==> src/rtl/ctx_mem_arbiter.sv <==
// ----------------------------------------------------------------------------
// ctx_mem_arbiter
//   Shares one OBI-like memory port between the core data port and a posted
//   context-write stream from the RTOS unit. Context writes are buffered in a
//   small FIFO. They normally yield to the core, but they take priority once
//   they have waited STARVE_LIMIT cycles. Only one memory transaction is
//   outstanding at a time. Context write responses are absorbed here.
//
// Ports
//   clk_i, rst_ni            clock, asynchronous active-low reset
//   core_*                   core request/grant/response (OBI-like)
//   ctx_wr_*                 context write offer (valid/ready)
//   mem_*                    downstream memory port (OBI-like)
//   ctx_fifo_level_o         number of buffered context writes
//   protocol_err_o           sticky flag: mem_rvalid_i seen with nothing pending
// ----------------------------------------------------------------------------
module ctx_mem_arbiter #(
    parameter int FIFO_DEPTH   = 4,
    parameter int STARVE_LIMIT = 8
) (
    input  logic                          clk_i,
    input  logic                          rst_ni,
    // core data port
    input  logic                          core_req_i,
    output logic                          core_gnt_o,
    output logic                          core_rvalid_o,
    input  logic                          core_we_i,
    input  logic [3:0]                    core_be_i,
    input  logic [31:0]                   core_addr_i,
    input  logic [31:0]                   core_wdata_i,
    output logic [31:0]                   core_rdata_o,
    // context write port
    input  logic                          ctx_wr_valid_i,
    output logic                          ctx_wr_ready_o,
    input  logic [31:0]                   ctx_wr_addr_i,
    input  logic [31:0]                   ctx_wr_data_i,
    // memory port
    output logic                          mem_req_o,
    input  logic                          mem_gnt_i,
    input  logic                          mem_rvalid_i,
    output logic                          mem_we_o,
    output logic [3:0]                    mem_be_o,
    output logic [31:0]                   mem_addr_o,
    output logic [31:0]                   mem_wdata_o,
    input  logic [31:0]                   mem_rdata_i,
    // status
    output logic [$clog2(FIFO_DEPTH):0]   ctx_fifo_level_o,
    output logic                          protocol_err_o
);

    localparam int AW = $clog2(FIFO_DEPTH);

    localparam logic [2:0] ST_IDLE      = 3'd0;
    localparam logic [2:0] ST_HOLD_CORE = 3'd1;
    localparam logic [2:0] ST_HOLD_CTX  = 3'd2;
    localparam logic [2:0] ST_RSP_CORE  = 3'd3;
    localparam logic [2:0] ST_RSP_CTX   = 3'd4;

    localparam logic [AW:0] LVL_FULL   = (AW+1)'(FIFO_DEPTH);
    localparam logic [7:0]  STARVE_MAX = 8'(STARVE_LIMIT);

    logic [2:0]    r_state;
    logic [2:0]    w_state_nxt;
    logic [31:0]   r_fifo_addr [FIFO_DEPTH];
    logic [31:0]   r_fifo_data [FIFO_DEPTH];
    logic [AW-1:0] r_wptr;
    logic [AW-1:0] r_rptr;
    logic [AW:0]   r_level;
    logic [7:0]    r_starve;
    logic          r_perr;

    logic          w_empty;
    logic          w_full;
    logic          w_push;
    logic          w_pop;
    logic          w_sel_core;
    logic          w_sel_ctx;
    logic          w_in_rsp;

    assign w_empty  = (r_level == '0);
    assign w_full   = (r_level == LVL_FULL);
    // No bypass: a full FIFO refuses even when the head is popping this cycle.
    assign w_push   = ctx_wr_valid_i && !w_full;
    assign w_in_rsp = (r_state == ST_RSP_CORE) || (r_state == ST_RSP_CTX);

    // Source selection: free arbitration only in IDLE; HOLD locks the source.
    always_comb begin
        w_sel_core = 1'b0;
        w_sel_ctx  = 1'b0;
        case (r_state)
            ST_IDLE: begin
                if (!w_empty && ((r_starve == STARVE_MAX) || !core_req_i))
                    w_sel_ctx = 1'b1;
                else if (core_req_i)
                    w_sel_core = 1'b1;
            end
            ST_HOLD_CORE: w_sel_core = 1'b1;
            ST_HOLD_CTX:  w_sel_ctx  = 1'b1;
            default: ;
        endcase
    end

    // Memory request mux; fields are zero when nothing is selected.
    always_comb begin
        mem_we_o    = 1'b0;
        mem_be_o    = 4'h0;
        mem_addr_o  = 32'h0;
        mem_wdata_o = 32'h0;
        if (w_sel_ctx) begin
            mem_we_o    = 1'b1;
            mem_be_o    = 4'hF;
            mem_addr_o  = r_fifo_addr[r_rptr];
            mem_wdata_o = r_fifo_data[r_rptr];
        end else if (w_sel_core) begin
            mem_we_o    = core_we_i;
            mem_be_o    = core_be_i;
            mem_addr_o  = core_addr_i;
            mem_wdata_o = core_wdata_i;
        end
    end

    assign mem_req_o        = w_sel_core || w_sel_ctx;
    assign core_gnt_o       = w_sel_core && mem_gnt_i;
    assign w_pop            = w_sel_ctx && mem_gnt_i;
    assign core_rvalid_o    = (r_state == ST_RSP_CORE) && mem_rvalid_i;
    assign core_rdata_o     = mem_rdata_i;
    assign ctx_wr_ready_o   = !w_full;
    assign ctx_fifo_level_o = r_level;
    assign protocol_err_o   = r_perr;

    always_comb begin
        w_state_nxt = r_state;
        case (r_state)
            ST_IDLE, ST_HOLD_CORE, ST_HOLD_CTX: begin
                if (w_sel_ctx)
                    w_state_nxt = mem_gnt_i ? ST_RSP_CTX : ST_HOLD_CTX;
                else if (w_sel_core)
                    w_state_nxt = mem_gnt_i ? ST_RSP_CORE : ST_HOLD_CORE;
            end
            ST_RSP_CORE, ST_RSP_CTX: begin
                if (mem_rvalid_i)
                    w_state_nxt = ST_IDLE;
            end
            default: w_state_nxt = ST_IDLE;
        endcase
    end

    always_ff @(posedge clk_i or negedge rst_ni) begin
        if (!rst_ni) begin
            r_state  <= ST_IDLE;
            r_wptr   <= '0;
            r_rptr   <= '0;
            r_level  <= '0;
            r_starve <= 8'd0;
            r_perr   <= 1'b0;
        end else begin
            r_state <= w_state_nxt;
            if (w_push)
                r_wptr <= r_wptr + 1'b1;
            if (w_pop)
                r_rptr <= r_rptr + 1'b1;
            case ({w_push, w_pop})
                2'b10:   r_level <= r_level + 1'b1;
                2'b01:   r_level <= r_level - 1'b1;
                default: r_level <= r_level;
            endcase
            // Counts cycles a buffered write has been waiting, saturating.
            if (w_empty || w_pop)
                r_starve <= 8'd0;
            else if (r_starve != STARVE_MAX)
                r_starve <= r_starve + 8'd1;
            if (mem_rvalid_i && !w_in_rsp)
                r_perr <= 1'b1;
        end
    end

    // FIFO storage needs no reset; the pointers and level define validity.
    always_ff @(posedge clk_i) begin
        if (w_push) begin
            r_fifo_addr[r_wptr] <= ctx_wr_addr_i;
            r_fifo_data[r_wptr] <= ctx_wr_data_i;
        end
    end

endmodule
==> config.mk <==
export PLATFORM = sky130hd
export DESIGN_NAME = ctx_mem_arbiter
export DESIGN_NICKNAME = d
export VERILOG_FILES = /design/src/rtl/ctx_mem_arbiter.sv
export SDC_FILE = /design/constraint.sdc
export NUM_CORES = 1
export LEC_CHECK = 0
export BUFFER_PORTS_ARGS = -buffer_cell sky130_fd_sc_hd__buf_2
export CORE_UTILIZATION = 30
export CTS_BUF_LIST = sky130_fd_sc_hd__clkbuf_4 sky130_fd_sc_hd__clkbuf_8 sky130_fd_sc_hd__clkbuf_16
export DETAILED_ROUTE_END_ITERATION = 8
export GPL_TIMING_DRIVEN = 1
export PLACE_DENSITY = 0.48
export SLEW_MARGIN = 0
export SYNTH_ARGS = -nofsm -noshare
export SYNTH_HDL_FRONTEND = slang
export SYNTH_SLANG_ARGS = --single-unit
==> constraint.sdc <==
create_clock -name clk_i -period 7.2 [get_ports clk_i]
set_clock_uncertainty 0.2 [all_clocks]
set_input_delay 1.44 -clock clk_i [delete_from_list [all_inputs] [get_ports clk_i]]
set_output_delay 1.44 -clock clk_i [all_outputs]
set_load 0.02 [all_outputs]
Word level (Yosys, flattened, before mapping)
Memories as Yosys holds them, arrays and structs flattened.
Index checks and enable logic that the tools add are counted.
- logic and storage cells: 69
- memory bits (read-only): 0
- input port bits: 171
- bits in registers: 19
- memory bits (writable): 256
- memories: 2
- bits in latches: 0
- memory list (memory ; words ; bits a word ; rd ports ; clocked after memory_dff ; write ports ; RTL line ; source):
    r_fifo_addr ; 4 ; 32 ; 1 ; 0 ; 1 ; 64 ; logic [31:0] r_fifo_addr [FIFO_DEPTH];
    r_fifo_data ; 4 ; 32 ; 1 ; 0 ; 1 ; 65 ; logic [31:0] r_fifo_data [FIFO_DEPTH];
- shift operators: 0
- reduce and logical (&&, ||, !) cells: 21
- $mul: 0
- bitwise operators: 0
- div/mod/pow operators: 0
- equality and inequality tests: 11
- order comparisons: 0
- add/sub/neg operators: 5
- multiplexer cells: 24
- operators by type and width (kind ; number):
    $mux W32 ; 4
    $mux W8 ; 2
    $mux W3 ; 4
    $pmux W3 S2 ; 2
    $add A8 B1 Y8 const B ; 1
    $eq A8 B4 Y1 const B ; 1
    $mux W4 ; 2
    $ne A8 B4 Y1 const B ; 1
    $mux W1 ; 7
    $eq A3 B2 Y1 const B ; 2
    $eq A3 B3 Y1 const B ; 2
    $logic_and A1 B1 Y1 ; 6
    $logic_not A3 Y1 ; 2
    $add A2 B1 Y2 const B ; 2
    $logic_not A1 Y1 ; 4
    $logic_or A1 B1 Y1 ; 4
    $pmux W1 S2 ; 2
    $reduce_bool A2 Y1 ; 2
    $add A3 B1 Y3 const B ; 1
    $eq A3 B1 Y1 const B ; 1
    $ne A3 B3 Y1 const B ; 1
    $reduce_or A3 Y1 ; 1
    $sub A3 B1 Y3 const B ; 1
    $eq A2 B1 Y1 const B ; 1
    other kinds (5) ; 5

Depth between registers and ports, before layout
- depth after elaboration: 8
- depth in mapped cells: 12
- mapped depth without buffers: 11

Worst setup path after synthesis
OpenSTA, ideal clock, no wires.
- kind: input -> output
- start point: input port core_req_i
- end point: output port mem_addr_o[10]
- slack: 2.990 ns
- arrival time: 2.570 ns
- path buffers: 1
- data required time: 5.560 ns
- cell stages on the path: 5
- cells stage by stage: inv_1 -> a41o_1 -> a211oi_4 -> buf_6 -> a22o_1
- longest elaborated chain between the ends: 7
- elaborated cells between the ends (all ways): 10
- ends and longest elaborated chain (what ; RTL line ; source):
    from (decl) ; 24 ; input logic core_req_i,
    $logic_not A1 Y1 ; 92 ; if (!w_empty && ((r_starve == STARVE_MAX) || !core_req_i))
    $logic_or A1 B1 Y1 ; 92 ;
    $logic_and A1 B1 Y1 ; 92 ;
    $mux W1 ; 92 ;
    $pmux W1 S2 ; 90 ; case (r_state)
    $mux W32 ; 114 ; end else if (w_sel_core) begin
    $mux W32 (*) ; 109 ; if (w_sel_ctx) begin
    to (decl) ; 43 ; output logic [31:0] mem_addr_o,
Every way passes the cells marked *; elsewhere a longest branch is shown, timed or not.

Worst setup path in the final report
- start point: register r_starve[5]
- end point: output port mem_addr_o[21]
- longest elaborated chain between the ends: 7
- elaborated cells between the ends (all ways): 9
- ends and longest elaborated chain (what ; RTL line ; source):
    from (decl) ; 69 ; logic [7:0] r_starve;
    from (signal assigned) ; 171 ; r_starve <= r_starve + 8'd1;
    $eq A8 B4 Y1 (*) ; 92 ;
    $logic_or A1 B1 Y1 (*) ; 92 ;
    $logic_and A1 B1 Y1 (*) ; 92 ;
    $mux W1 ; 92 ;
    $pmux W1 S2 ; 90 ;
    $mux W32 ; 114 ;
    $mux W32 (*) ; 109 ;
Marks and branches as above.

==> impl_metrics.env <==
export IMPL_run_status="complete, no violations"
export IMPL_synth_warning_count=0
export IMPL_initial_antenna_violation_count=3
export IMPL_core_area_sq_um=36700
export IMPL_synth_xor_xnor_area_share_pct=0.937
export IMPL_synth_area_mux_share_pct=13.0
export IMPL_cts_resized_gates=0
export IMPL_syn_num_nets=737
export IMPL_synthFlopType="edfxtp_1"
export IMPL_total_leakage_power_nw=5.00
export IMPL_power_total_mw=6.01
export IMPL_tritoncts_num_buffers=31
export IMPL_cellPowerDensity_nw_per_um2=441
export IMPL_maxCapViolations=0
export IMPL_synthArstFlopShare_pct=6.91
export IMPL_cp_max_fo=41
export IMPL_number_of_distinct_library_cells_after_synthesis=38
export IMPL_die_width_microns=195
export IMPL_worst_setup_path_start_kind="flop"
export IMPL_viasPerCell=4.70
export IMPL_global_route_wire_length_before_repair_mm=36.8
export IMPL_critical_path_required_ns=5.56
export IMPL_post_route_cells_drive_above_1_share_pct=45.2
export IMPL_drt_pass1_iterations=4
export IMPL_crit_type="reg -> out"
export IMPL_cp_top_family="compound AO/OA/AOI/OAI gates"
export IMPL_routed_wire_length_mm=24.3
export IMPL_row_cnt=70
export IMPL_worstMarginPinSlew_ns=1.25
export IMPL_crit_buf_inv=2
export IMPL_die_y_microns=195
export IMPL_dpl_hpwl_mm=14.9
export IMPL_placed_cell_area_sq_um=12600
export IMPL_crit_path_cell_trace="nor4_1 -> nand3_1 -> a31oi_4 -> buf_4 -> a22o_1 -> buf_2"
export IMPL_maximum_number_of_pins_on_one_net_before_global_route_repair=43
export IMPL_globalplace_congestion=0.723
export IMPL_number_of_design_rule_violations_left_by_the_first_detailed_router_iteration=213
export IMPL_power_ir_vdd_worst_v=0.000197
export IMPL_postLayoutCellArea_sq_um=13600
export IMPL_post_route_util_pct=37.1
export IMPL_dieArea_sq_um=38200
export IMPL_final_fill_count=3408
export IMPL_type_of_destination_of_the_critical_path="output pin"
export IMPL_finalCritPeriodShare_pct=73.9
export IMPL_hold_path_class="reg -> reg"
export IMPL_synth_simple_gate_area_share_pct=1.85
export IMPL_first_global_vias=5976
export IMPL_worst_hold_slack_ns=0.276
export IMPL_total_via_count_in_the_routed_design=5867
export IMPL_antenna_violating_nets_post_route=0
export IMPL_ctsLongestPathBuffers=3
export IMPL_finalSetupViolCount=0
export IMPL_timing_final_max_slew_violations=0
export IMPL_timing_final_crit_period_ns=5.32
export IMPL_initial_util_pct=30.6
export IMPL_syn2layout_area_growth_pct=21.3
export IMPL_post_cts_buffers=0
export IMPL_mappedNetlistArea_sq_um=11200
export IMPL_final_hold_violation_count=0
export IMPL_cts_htree_levels=1
export IMPL_route_detailed_drc=0
export IMPL_critical_path_arrival_ns=3.68
export IMPL_grt_setup_unrepaired="false"
export IMPL_fin_setup_tns_ns=0
export IMPL_cts_tree="done"
export IMPL_synth_adder_area_share_pct=1.07
export IMPL_synth_edff_count=256
export IMPL_synth_seq_area_share_pct=72.7
export IMPL_clk_transition_reported_paths_ns=0.06
export IMPL_track_usage_pct=12.7
export IMPL_overall_overflow_remaining_after_global_route=0
export IMPL_top_ports=280
export IMPL_design_final_nets=933
export IMPL_max_slew_margin_pct=16.7
export IMPL_synth_avg_cell_area_sq_um=20.1
export IMPL_io_buffers=215
export IMPL_maxClockFrequency_mhz=188
export IMPL_clkSinkCount=275
export IMPL_synthCells=557
export IMPL_clock_network_latency_to_the_later_pin_of_the_worst_skew_pair_ns=0.56
export IMPL_cts_hold_repair_buffers=0
export IMPL_clock_tree_root_cell="clkbuf_16"
export IMPL_synth_ff_latch_count=275
export IMPL_detail_route_wl_per_cell_microns=19.5
export IMPL_synth_compound_area_share_pct=6.25
export IMPL_timing_critical_path_slowest_cell_delay_ns=1.05
export IMPL_main_combinational_cell_family_by_area_after_synthesis="multiplexers"
export IMPL_timing_critical_path_slowest_stage_cell="a31oi_4"
synthesized netlist by cell type (2+ instances only):
| cell | n | area (sq um) |
|---|---|---|
| a21o_1 | 5 | 37.5 |
| a22o_1 | 64 | 561 |
| buf_2 | 6 | 30.0 |
| buf_4 | 33 | 248 |
| buf_6 | 7 | 78.8 |
| and3_1 | 8 | 50.1 |
| xor2_1 | 6 | 52.6 |
| nand2_1 | 4 | 15.0 |
| nand3_1 | 6 | 30.0 |
| edfxtp_1 | 256 | 7690 |
| buf_1 | 4 | 15.0 |
| inv_1 | 12 | 45.0 |
| nor2_1 | 11 | 41.3 |
| a21oi_1 | 4 | 20.0 |
| dfrtp_1 | 19 | 475 |
| xnor2_1 | 6 | 52.6 |
| ha_1 | 8 | 100 |
| o21ai_0 | 2 | 10.0 |
| and2_1 | 2 | 12.5 |
| nand2b_1 | 2 | 12.5 |
| mux4_2 | 64 | 1440 |
| clkbuf_1 | 12 | 45.0 |
cell type report:
type	count	area, sq um	area share (%)
flip-flops and latches	275	8170	60.0
multi-input cells	208	2630	19.3
repair buffers	225	1150	8.46
clock buffers	40	843	6.20
well taps	468	586	4.30
clock inverters	17	176	1.30
inverters	12	45.0	0.331
diodes	3	7.51	0.0552
worst reg2reg max path: stages, from the launching register on:
cell	delay, ns
dfrtp_1	0.42
nor4_1	0.42
nand3_1	0.33
a31oi_4	1.05
ha_1	0.51
ha_1	0.24
inv_1	0.06
fa_1	0.37
xor2_1	0.17
nor2_1	0.11
xor2_1	0.14
path summary, 6_finish.rpt:
| path | startpoint | depth (start not counted) | slack (ns) | endpoint |
|---|---|---|---|---|
| worst max-delay path | r_starve[5] | 6 | 1.88 | mem_addr_o[21] |
| worst min-delay path | protocol_err_o | 1 | 0.28 | protocol_err_o |
| worst max register to register | r_starve[5] | 10 | 3.10 | ctx_fifo_level_o[2] |
| worst min register to register | protocol_err_o | 1 | 0.28 | protocol_err_o |
| max in group asynchronous | rst_ni | 1 | 5.83 | r_rptr[0] |
| min in group asynchronous | rst_ni | 1 | 0.62 | r_starve[4] |
cells by family after synthesis:
| group | Yosys count |
|---|---|
| DFF | 275 |
| AOI/OAI and AO/OA | 82 |
| buffers and inverters | 74 |
| muxes | 66 |
| and+or+nand+nor | 39 |
| xor gates and xnor gates | 12 |
| adders and majority gates | 9 |
metal layers:
| metal | up-vias | global-route usage (%) | routed length [microns] |
|---|---|---|---|
| li1 | 2663 | - | - |
| met4 | 2 | 4.58 | 876 |
| met3 | 75 | 2.92 | 1340 |
| met1 | 2978 | 16.8 | 10800 |
| met2 | 149 | 20.4 | 11300 |
| met5 | - | 0 | 13 |
where the power goes:
group	total (mW)	internal, mW	switching (mW)
registers	2.27	2.11	0.154
logic	2.17	0.901	1.27
clock network	1.57	0.934	0.634
total	6.01	3.95	2.06
layout by cell type (no fill, tap or decap), types with 2 or more instances in the layout:
cell type	count
a22o_1	64
and3_4	4
clkbuf_4	9
bufinv_16	3
and3_1	4
and2_1	2
nand3_1	6
diode_2	3
dfrtp_4	2
clkinvlp_4	2
dfrtp_1	17
nor2_1	11
clkinv_1	6
a21oi_1	4
nand2_1	4
o21ai_0	2
buf_2	215
nand2b_1	2
ha_1	8
xnor2_1	6
inv_1	12
mux4_2	64
clkinv_2	4
xor2_1	6
a21o_1	5
buf_4	10
edfxtp_1	256
clkbuf_16	31
registers in the layout, indices dropped and copies added, names as in the netlist:
name / count
r_rptr: 2
r_fifo_data: 128
r_wptr: 2
r_fifo_addr: 128
ctx_fifo_level_o: 3
protocol_err_o: 1
r_state: 3
r_starve: 8
metrics by stage:
step | setup WS (ns) | std cells
floorplan | 2.99 | 557
global placement | 2.14 | 1188
detailed placement | 2.11 | 1188
CTS | 1.80 | 1245
global route | 1.58 | 1245
finish | 1.88 | 1248
Power figures use the tool's default switching activity.
